==> config.mk <==
export PLATFORM = sky130hd
export DESIGN_NAME = ppu_vram_port_flat
export DESIGN_NICKNAME = d
export VERILOG_FILES = /design/src/rtl/ppu_vram_port_if.sv /design/src/rtl/ppu_vram_port.sv /design/src/flat_wrapper.sv
export SDC_FILE = /design/constraint.sdc
export NUM_CORES = 1
export LEC_CHECK = 0
export ABC_AREA = 1
export BUFFER_PORTS_ARGS = -buffer_cell sky130_fd_sc_hd__buf_2
export CORE_ASPECT_RATIO = 0.8
export CORE_MARGIN = 10
export CORE_UTILIZATION = 40
export CTS_CLUSTER_SIZE = 28
export DETAILED_ROUTE_END_ITERATION = 6
export PLACE_DENSITY = 0.72
export SYNTH_ARGS = -nofsm -noshare
export SYNTH_HDL_FRONTEND = slang
export SYNTH_SLANG_ARGS = --single-unit
==> constraint.sdc <==
create_clock -name clk -period 2.1 [get_ports clk]
set_input_delay 0.105 -clock clk [delete_from_list [all_inputs] [get_ports clk]]
set_output_delay 0.105 -clock clk [all_outputs]
set_load 0.03 [all_outputs]
==> src/rtl/ppu_vram_port_if.sv <==
// PPU-side request/response bus of the VRAM access port.
// The requester (PPU fetch / $2007 logic) uses master; the port uses slave.
interface ppu_vram_port_if #(
  parameter int DATA_W = 8
);
  logic              req;
  logic              we;
  logic [15:0]       addr_in;
  logic [DATA_W-1:0] wdata;
  logic              ready;
  logic              rvalid;
  logic [DATA_W-1:0] rdata;

  modport master (
    output req, we, addr_in, wdata,
    input  ready, rvalid, rdata
  );

  modport slave (
    input  req, we, addr_in, wdata,
    output ready, rvalid, rdata
  );
endinterface

==> src/rtl/ppu_vram_port.sv <==
// Handshaked PPU VRAM port: accepts one access per request, translates the PPU
// address (pattern passthrough, nametable mirroring, palette aliasing) and drives a fixed-latency RAM.
module ppu_vram_port #(
  parameter int          DATA_W   = 8,
  parameter int          MEM_LAT  = 1,
  parameter logic [15:0] NT_BASE  = 16'h2000,
  parameter logic [15:0] PAL_BASE = 16'h3000
) (
  input  logic              clk,
  input  logic              rst,
  input  logic [2:0]        mirror_mode,
  ppu_vram_port_if.slave    bus,
  output logic              mem_en,
  output logic              mem_we,
  output logic [15:0]       mem_addr,
  output logic [DATA_W-1:0] mem_wdata,
  input  logic [DATA_W-1:0] mem_rdata
);

  localparam int CNT_W = (MEM_LAT < 2) ? 1 : $clog2(MEM_LAT + 1);

  typedef enum logic [1:0] {IDLE, ISSUE, WAIT, DONE} state_t;

  state_t            state_q, state_d;
  logic [CNT_W-1:0]  cnt_q, cnt_d;
  logic              we_q, we_d;
  logic [15:0]       addr_q, addr_d;
  logic [DATA_W-1:0] wdata_q, wdata_d;
  logic [DATA_W-1:0] rdata_q, rdata_d;
  logic              ready;

  // Bits 15:14 of the PPU address never reach here: the PPU bus mirrors every 16 KiB.
  function automatic logic [15:0] translate(input logic [13:0] a, input logic [2:0] mode);
    logic [11:0] n;
    logic [1:0]  t;
    logic [1:0]  page;
    logic [4:0]  p;
    n    = a[11:0];
    t    = n[11:10];
    p    = a[4:0];
    page = 2'b00;
    if (!a[13]) begin
      translate = {2'b00, a};
    end else if (a[13:8] != 6'h3F) begin
      case (mode)
        3'd0:    page = {1'b0, t[1]};
        3'd2:    page = 2'b00;
        3'd3:    page = 2'b01;
        3'd4:    page = t;
        default: page = {1'b0, t[0]};
      endcase
      translate = NT_BASE + {4'b0000, page, n[9:0]};
    end else begin
      // Sprite-palette entry 0 of each group aliases the background entry.
      if (p[1:0] == 2'b00) p[4] = 1'b0;
      translate = PAL_BASE + {11'b0, p};
    end
  endfunction

  assign ready = (state_q == IDLE) || (state_q == DONE);

  always_comb begin
    state_d = state_q;
    cnt_d   = cnt_q;
    we_d    = we_q;
    addr_d  = addr_q;
    wdata_d = wdata_q;
    rdata_d = rdata_q;
    case (state_q)
      IDLE, DONE: begin
        if (bus.req) begin
          state_d = ISSUE;
          we_d    = bus.we;
          wdata_d = bus.wdata;
          addr_d  = translate(bus.addr_in[13:0], mirror_mode);
        end else begin
          state_d = IDLE;
        end
      end
      ISSUE: begin
        if (we_q) begin
          state_d = IDLE;
        end else begin
          state_d = WAIT;
          cnt_d   = CNT_W'(MEM_LAT);
        end
      end
      WAIT: begin
        cnt_d = cnt_q - CNT_W'(1);
        if (cnt_q == CNT_W'(1)) begin
          rdata_d = mem_rdata;
          state_d = DONE;
        end
      end
      default: state_d = IDLE;
    endcase
  end

  always_ff @(posedge clk or posedge rst) begin
    if (rst) begin
      state_q <= IDLE;
      cnt_q   <= '0;
      we_q    <= 1'b0;
      addr_q  <= '0;
      wdata_q <= '0;
      rdata_q <= '0;
    end else begin
      state_q <= state_d;
      cnt_q   <= cnt_d;
      we_q    <= we_d;
      addr_q  <= addr_d;
      wdata_q <= wdata_d;
      rdata_q <= rdata_d;
    end
  end

  assign bus.ready  = ready;
  assign bus.rvalid = (state_q == DONE);
  assign bus.rdata  = rdata_q;
  assign mem_en     = (state_q == ISSUE);
  assign mem_we     = mem_en & we_q;
  assign mem_addr   = addr_q;
  assign mem_wdata  = wdata_q;

endmodule

==> src/flat_wrapper.sv <==
// flat-port wrapper written by rule: the top's interface ports become plain ports
module ppu_vram_port_flat 
#(
  parameter int          DATA_W   = 8,
  parameter int          MEM_LAT  = 1,
  parameter logic [15:0] NT_BASE  = 16'h2000,
  parameter logic [15:0] PAL_BASE = 16'h3000
)
  (clk, rst, mirror_mode, mem_en, mem_we, mem_addr, mem_wdata, mem_rdata, bus_req, bus_we, bus_addr_in, bus_wdata, bus_ready, bus_rvalid, bus_rdata);
  ppu_vram_port_if #(.DATA_W(DATA_W)) bus_i ();
  input  logic clk;
  input  logic rst;
  input  logic [2:0] mirror_mode;
  output logic mem_en;
  output logic mem_we;
  output logic [15:0] mem_addr;
  output logic [DATA_W-1:0] mem_wdata;
  input  logic [DATA_W-1:0] mem_rdata;
  input wire logic [$bits(bus_i.req)-1:0] bus_req;
  input wire logic [$bits(bus_i.we)-1:0] bus_we;
  input wire logic [$bits(bus_i.addr_in)-1:0] bus_addr_in;
  input wire logic [$bits(bus_i.wdata)-1:0] bus_wdata;
  output wire logic [$bits(bus_i.ready)-1:0] bus_ready;
  output wire logic [$bits(bus_i.rvalid)-1:0] bus_rvalid;
  output wire logic [$bits(bus_i.rdata)-1:0] bus_rdata;
  assign bus_i.req = bus_req;
  assign bus_i.we = bus_we;
  assign bus_i.addr_in = bus_addr_in;
  assign bus_i.wdata = bus_wdata;
  assign bus_ready = bus_i.ready;
  assign bus_rvalid = bus_i.rvalid;
  assign bus_rdata = bus_i.rdata;
  ppu_vram_port #(.DATA_W(DATA_W), .MEM_LAT(MEM_LAT), .NT_BASE(NT_BASE), .PAL_BASE(PAL_BASE)) u_core (.clk(clk), .rst(rst), .mirror_mode(mirror_mode), .bus(bus_i), .mem_en(mem_en), .mem_we(mem_we), .mem_addr(mem_addr), .mem_wdata(mem_wdata), .mem_rdata(mem_rdata));
endmodule
==> results of run 1 <==
-- stage by stage --
step                      setup slack (ps)  hold WS, ps  area, µm²  total power (W)
final                                  431         21.2       1970          0.00338
after global routing                   325         14.8       1970          0.00365
after CTS                              422         10.6       1970          0.00343
after detailed placement               441          219       1890          0.00299
after global placement                 486          216       1890          0.00295
after floorplan                        575          215       1500          0.00243
-- where the power goes --
group | leakage (nW) | internal, W | switching [W] | total [W]
Combinational | 0.735 | 0.000512 | 0.00128 | 0.00179
Clock | 0.0383 | 0.000228 | 0.000203 | 0.000430
Sequential | 0.417 | 0.000983 | 0.000168 | 0.00115
Total | 1.19 | 0.00172 | 0.00165 | 0.00338
-- layer usage --
layer	vias to the layer above	routed length (µm)	track usage, %
met5	-	0	0
met4	0	40	4.83
met3	5	345	5.29
met2	41	1680	17.5
met1	619	1690	15.0
li1	700	-	-
-- worst paths after layout --
path | slack [ps] | end | depth (start not counted) | startpoint
worst max register to register | 430 | u_core.mem_addr[10] | 8 | u_core.state_q[0]
worst max-delay path | 430 | u_core.mem_addr[10] | 8 | u_core.state_q[0]
max in group asynchronous | 1350 | u_core.bus.rdata[1] | 4 | rst
min in group asynchronous | 450 | u_core.bus.rdata[3] | 4 | rst
worst min register to register | 470 | u_core.mem_wdata[2] | 2 | u_core.mem_wdata[2]
worst min-delay path | 20 | u_core.bus.rdata[7] | 3 | mem_rdata[7]
-- sequential cells by signal, summed over array words and instances, names as in the netlist --
| register | flops |
|---|---|
| u_core.we_q | 1 |
| u_core.cnt_q | 1 |
| u_core.bus.rdata | 8 |
| u_core.mem_addr | 14 |
| u_core.mem_wdata | 8 |
| u_core.state_q | 2 |
-- worst max-delay path, cell delays in order (launching register included) --
cell	delay [ps]
dfrtp_1	380
inv_1	70
ha_1	340
nand2_2	120
buf_4	230
or2_1	250
o21ai_1	120
inv_1	50
nand2_1	50
-- cells by family (layout without fill, tap and decap cells) --
logic type / Yosys count / count (layout)
AO/OA/AOI/OAI: 11 / 11
adder cells (fa/ha/maj): 3 / 3
buffers and inverters: 24 / 99
flip-flops: 34 / 34
other: 1 / 2
AND/OR/NAND/NOR: 109 / 109
-- layout make-up --
type | count | share of cell area [%]
flip-flops and latches | 34 | 43.1
inverters | 18 | 3.43
well taps | 42 | 2.66
repair buffers | 74 | 19.4
multi-input cells | 125 | 27.5
clock buffers | 7 | 3.87
-- cells in the mapped netlist (all sizes together), types with 2 or more instances --
library cell and number:
nand2 94, dfrtp 34, inv 17, nand3 7, buf 6, o21ai 6
nor2 4, ha 3, a21oi 2, nand4 2, o211ai 2
-- repair_timing --
action	in CTS	in global routing
buffers inserted	0	0
hold endpoints to repair	34	0
hold buffers	1	0
endpoints found under the setup margin	0	0
resized for setup	0	0
==> metrics.txt, run 1 <==
status=complete, no violations; DRT Pass-1 Iters=3; mapped cell area=1490 µm²; post-DR wirelength/cell=12.5 µm; CP arrival=between 1500 and 2000 ps; Die Ht=roughly 75 µm; cell taking the most area after synthesis=dfrtp_1; CTS buffer count=5; Layout Nets=300; Avg Cell Area, Syn=a little over 8 µm²; Synth Warn #=0; CTS clk-pin slew, worst paths=60 ps; Die X=88.3 µm; Sequential Area=851 µm²; Initial Util=42.4%; adder-cell area share of the yosys netlist=2.52%; maximum clock frequency=between 500 and 600 MHz; root buf cell=clkbuf_8; Cells after Synth=182; Worst-Skew Late Latency=roughly 280 ps; Cell variety after synth=19; Via Count=1,365; CP Data Required Time=about 2300 ps; Post-Synth XOR/XNOR Area=0%; Routability Congestion=0.772; TNS Setup=0 ps; final core occ=a little under three fifths; H-Tree Depth=2; Port Buf Inserts=70; largest net degree at the start of global routing=35; post-route ant nets=0; DP Wirelength=2950 µm; total clock sinks=34; Min Clock Period, post-route=1670 ps; fin. max-slew vios=0; Pleak=1.19 nW; Non-Filler Instances=300; Post-Route WL=around 3800 µm; Hold Path Class=in -> reg; commonest non-fill, non-tap cell in the layout=nand2_1; vias in the first global route=1,338; Post-synth EDFFs=0; critical path peak fanout=22; largest family of logic cells by synthesized area=simple AND/OR/NAND/NOR gates; I/O pin cnt=between 70 and 80; ys async rst share=100%; Synth top area share=57.0%; RSZ-0062 raised after global routing=false; Layout area overhead=32.2%; Synth Flop Type=dfrtp_1; Tcrit/Tclk final=79.5%; Synth Area in Compound Gates=4.19%; gr ovfl total=0; mux share of post-synthesis cell area=0%; register area share after synthesis=57.0%; most frequent cells in the layout=nand2_1 (91), buf_2 (70), dfrtp_1 (34); row count=19; Core ar.=3520 µm²; max-cap viol count=0; Die ar.=6590 µm²; Final Setup Violations=0; simple-gate share of the synthesized area=between 20% and 30%; share of cells above drive strength 1=31.4%; top post-synthesis cells by area=dfrtp_1 (57%), nand2_1 (23%), inv_1 (4.3%); CTS tree=done; GRT Util Overall=11.9%; Worst IR Drop VDD=748 µV; Fin. Hold Viols=0; antenna fix cells=0; DR vias/cell=4.55; Final Skew=between 5 and 6 ps; first-pass GRT wire length=around 6000 µm; Startpoint Class=register; Filler Cell Count=347; Setup crit end kind=register; multi-input logic area=542 µm²; CTS max path bufs=2; antenna violations before repair=0; Placed Instances=292; critical path class=reg -> reg; DRC=0; power per cell area=1710 nW/µm²; drt initial violations=61; flops & latches, synth=34
Power figures use the tool's default switching activity.
==> run 2: changes to the inputs <==
Clock period 2.1 ns to 1.7 ns, I/O delays scaled along.
==> run 2 against run 1 <==
  * Utilization up 4.0 points
  * Routed wire length increased by 10%
  * Total power grew 27%
  * Via count rose by 1.8%
  * Critical path type unchanged
==> metrics.txt, run 2 (synthesis results as in run 1) <==
Worst-Skew Late Latency=280 ps (about the same); CP max stage cell=dfrtp_1; Critical Path, Cell by Cell=inv_1 > ha_1 > nand2_2 > inv_1 > buf_12 > o21a_1; post-CTS resize count=0 (unchanged); Post-Route WL=4140 µm (+10%); Startpoint Class=register; H-Tree Depth=2 (unchanged); I/O pin cnt=75 (unchanged); DR vias/cell=4.44 (-2.4%); post-DR wirelength/cell=13.2 µm (+5.7%); RSZ-0062 raised after global routing=false; most frequent cells in the layout=nand2_1 (91), buf_2 (70), dfrtp_1 (34); post-route ant nets=0 (unchanged); root buf cell=clkbuf_8; Die ar.=6590 µm² (unchanged); Core ar.=3520 µm² (unchanged); CP Data Required Time=1870 ps (-450 ps); share of cells above drive strength 1=30.3% (-1.1 points); crit-path most repeated cell=inv_1; Layout Nets=313 (+4.3%); largest net degree at the start of global routing=35 (unchanged); Die X=88.3 µm (unchanged); Worst IR Drop VDD=1160 µV (+55%); power per cell area=2020 nW/µm² (+18%); Tcrit/Tclk final=88.9% (+9.4 points); area post-placement=1910 µm² (+1.1%); status=complete, no violations; CTS max path bufs=2 (unchanged); final core occ=60.0% (+4.0 points); first-pass GRT wire length=6510 µm (+5.7%); Min Clock Period, post-route=1510 ps (-158 ps); Hold Path Class=in -> reg; Fin. Hold Viols=0 (unchanged); DP Wirelength=2980 µm (+1.2%); commonest non-fill, non-tap cell in the layout=nand2_1; maximum clock frequency=662 MHz (+10%); max reg flops=14 (unchanged); GRT Util Overall=12.6% (+0.72 points); Via Count=1,390 (+1.8%); row count=19 (unchanged); CP arrival=1690 ps (-200 ps); DRT Pass-1 Iters=4 (+1); antenna violations before repair=0 (unchanged); Layout area overhead=41.6%; critical path class=reg -> reg; total clock sinks=34 (unchanged); antenna fix cells=0 (unchanged); vias in the first global route=1,392 (+4.0%); Initial Util=42.4% (unchanged); Routability Congestion=0.761 (-1.4%); CTS buffer count=5 (unchanged); CTS clk-pin slew, worst paths=60 ps (about the same); gr ovfl total=0 (unchanged); Pleak=1.25 nW (+4.9%); Final Setup Violations=0 (unchanged); drt initial violations=82 (+34%); Die Ht=74.6 µm (unchanged); reg2reg setup slack=190 ps (-240 ps); CTS tree=done; max-cap viol count=0 (unchanged); TNS Setup=0 ps (unchanged); critical path peak fanout=18 (-18%); Setup crit end kind=register; Port Buf Inserts=70 (unchanged); post-route cell area=2110 µm² (+7.1%); CP max stage delay=370 ps (about the same); DRC=0 (unchanged); Final Skew=3.65 ps (-2.18 ps); fin. max-slew vios=0 (unchanged)
## run 2: path summary, 6_finish.rpt
check | to | depth (start not counted) | from
max reg2reg | u_core.mem_addr[13] | 6 | u_core.state_q[0]
max in group asynchronous | u_core.mem_addr[2] | 4 | rst
min in group asynchronous | u_core.bus.rdata[0] | 4 | rst
min reg2reg | u_core.mem_addr[8] | 2 | u_core.mem_addr[8]
min | u_core.bus.rdata[5] | 3 | mem_rdata[5]
max | u_core.mem_addr[13] | 6 | u_core.state_q[0]
## run 2: report_power, final
group,total [W],switching [W],internal (W)
Sequential,0.00142,0.000207,0.00121
Combinational,0.00231,0.00162,0.000692
Clock,0.000544,0.000263,0.000281
Total,0.00427,0.00209,0.00219
## run 2: area by class of cell
| type | count | area, µm² |
|---|---|---|
| repair buffers | 87 | 523 |
| clock buffers | 7 | 76.3 |
| multi-input cells | 125 | 542 |
| well taps | 42 | 52.6 |
| fillers | 324 | 1410 |
| flip-flops and latches | 34 | 851 |
| inverters | 18 | 67.6 |
## run 2: critical path: cells and delay by family (launching register included)
family	cells	cell delay [ps]
AO/OA/AOI/OAI	1	170
adder cells (fa/ha/maj)	1	340
buffers and inverters	3	360
flip-flops	1	370
AND/OR/NAND/NOR	1	160
## run 2: through the flow
step | total power, W | worst slack (ps) | hold WS [ps] | cells
2_1_floorplan | 0.00300 | 175 | 195 | 183
3_3_place_gp | 0.00369 | 228 | 197 | 293
3_5_place_dp | 0.00374 | 202 | 198 | 293
4_1_cts | 0.00432 | 182 | 0.781 | 313
5_1_grt | 0.00460 | 79.9 | 9.84 | 313
6_report | 0.00427 | 189 | 0.508 | 313
## run 2: repair_timing
item | in CTS | in global routing
setup buffers | 0 | 0
hold endpoints to repair | 46 | 0
hold buffers | 13 | 0
## run 2: layer usage
layer  routed length (µm)  global-route usage (%)
met4                   36                    4.83
met1                 1820                    15.3
met2                 1830                    19.2
met5                    0                       0
met3                  450                    5.83
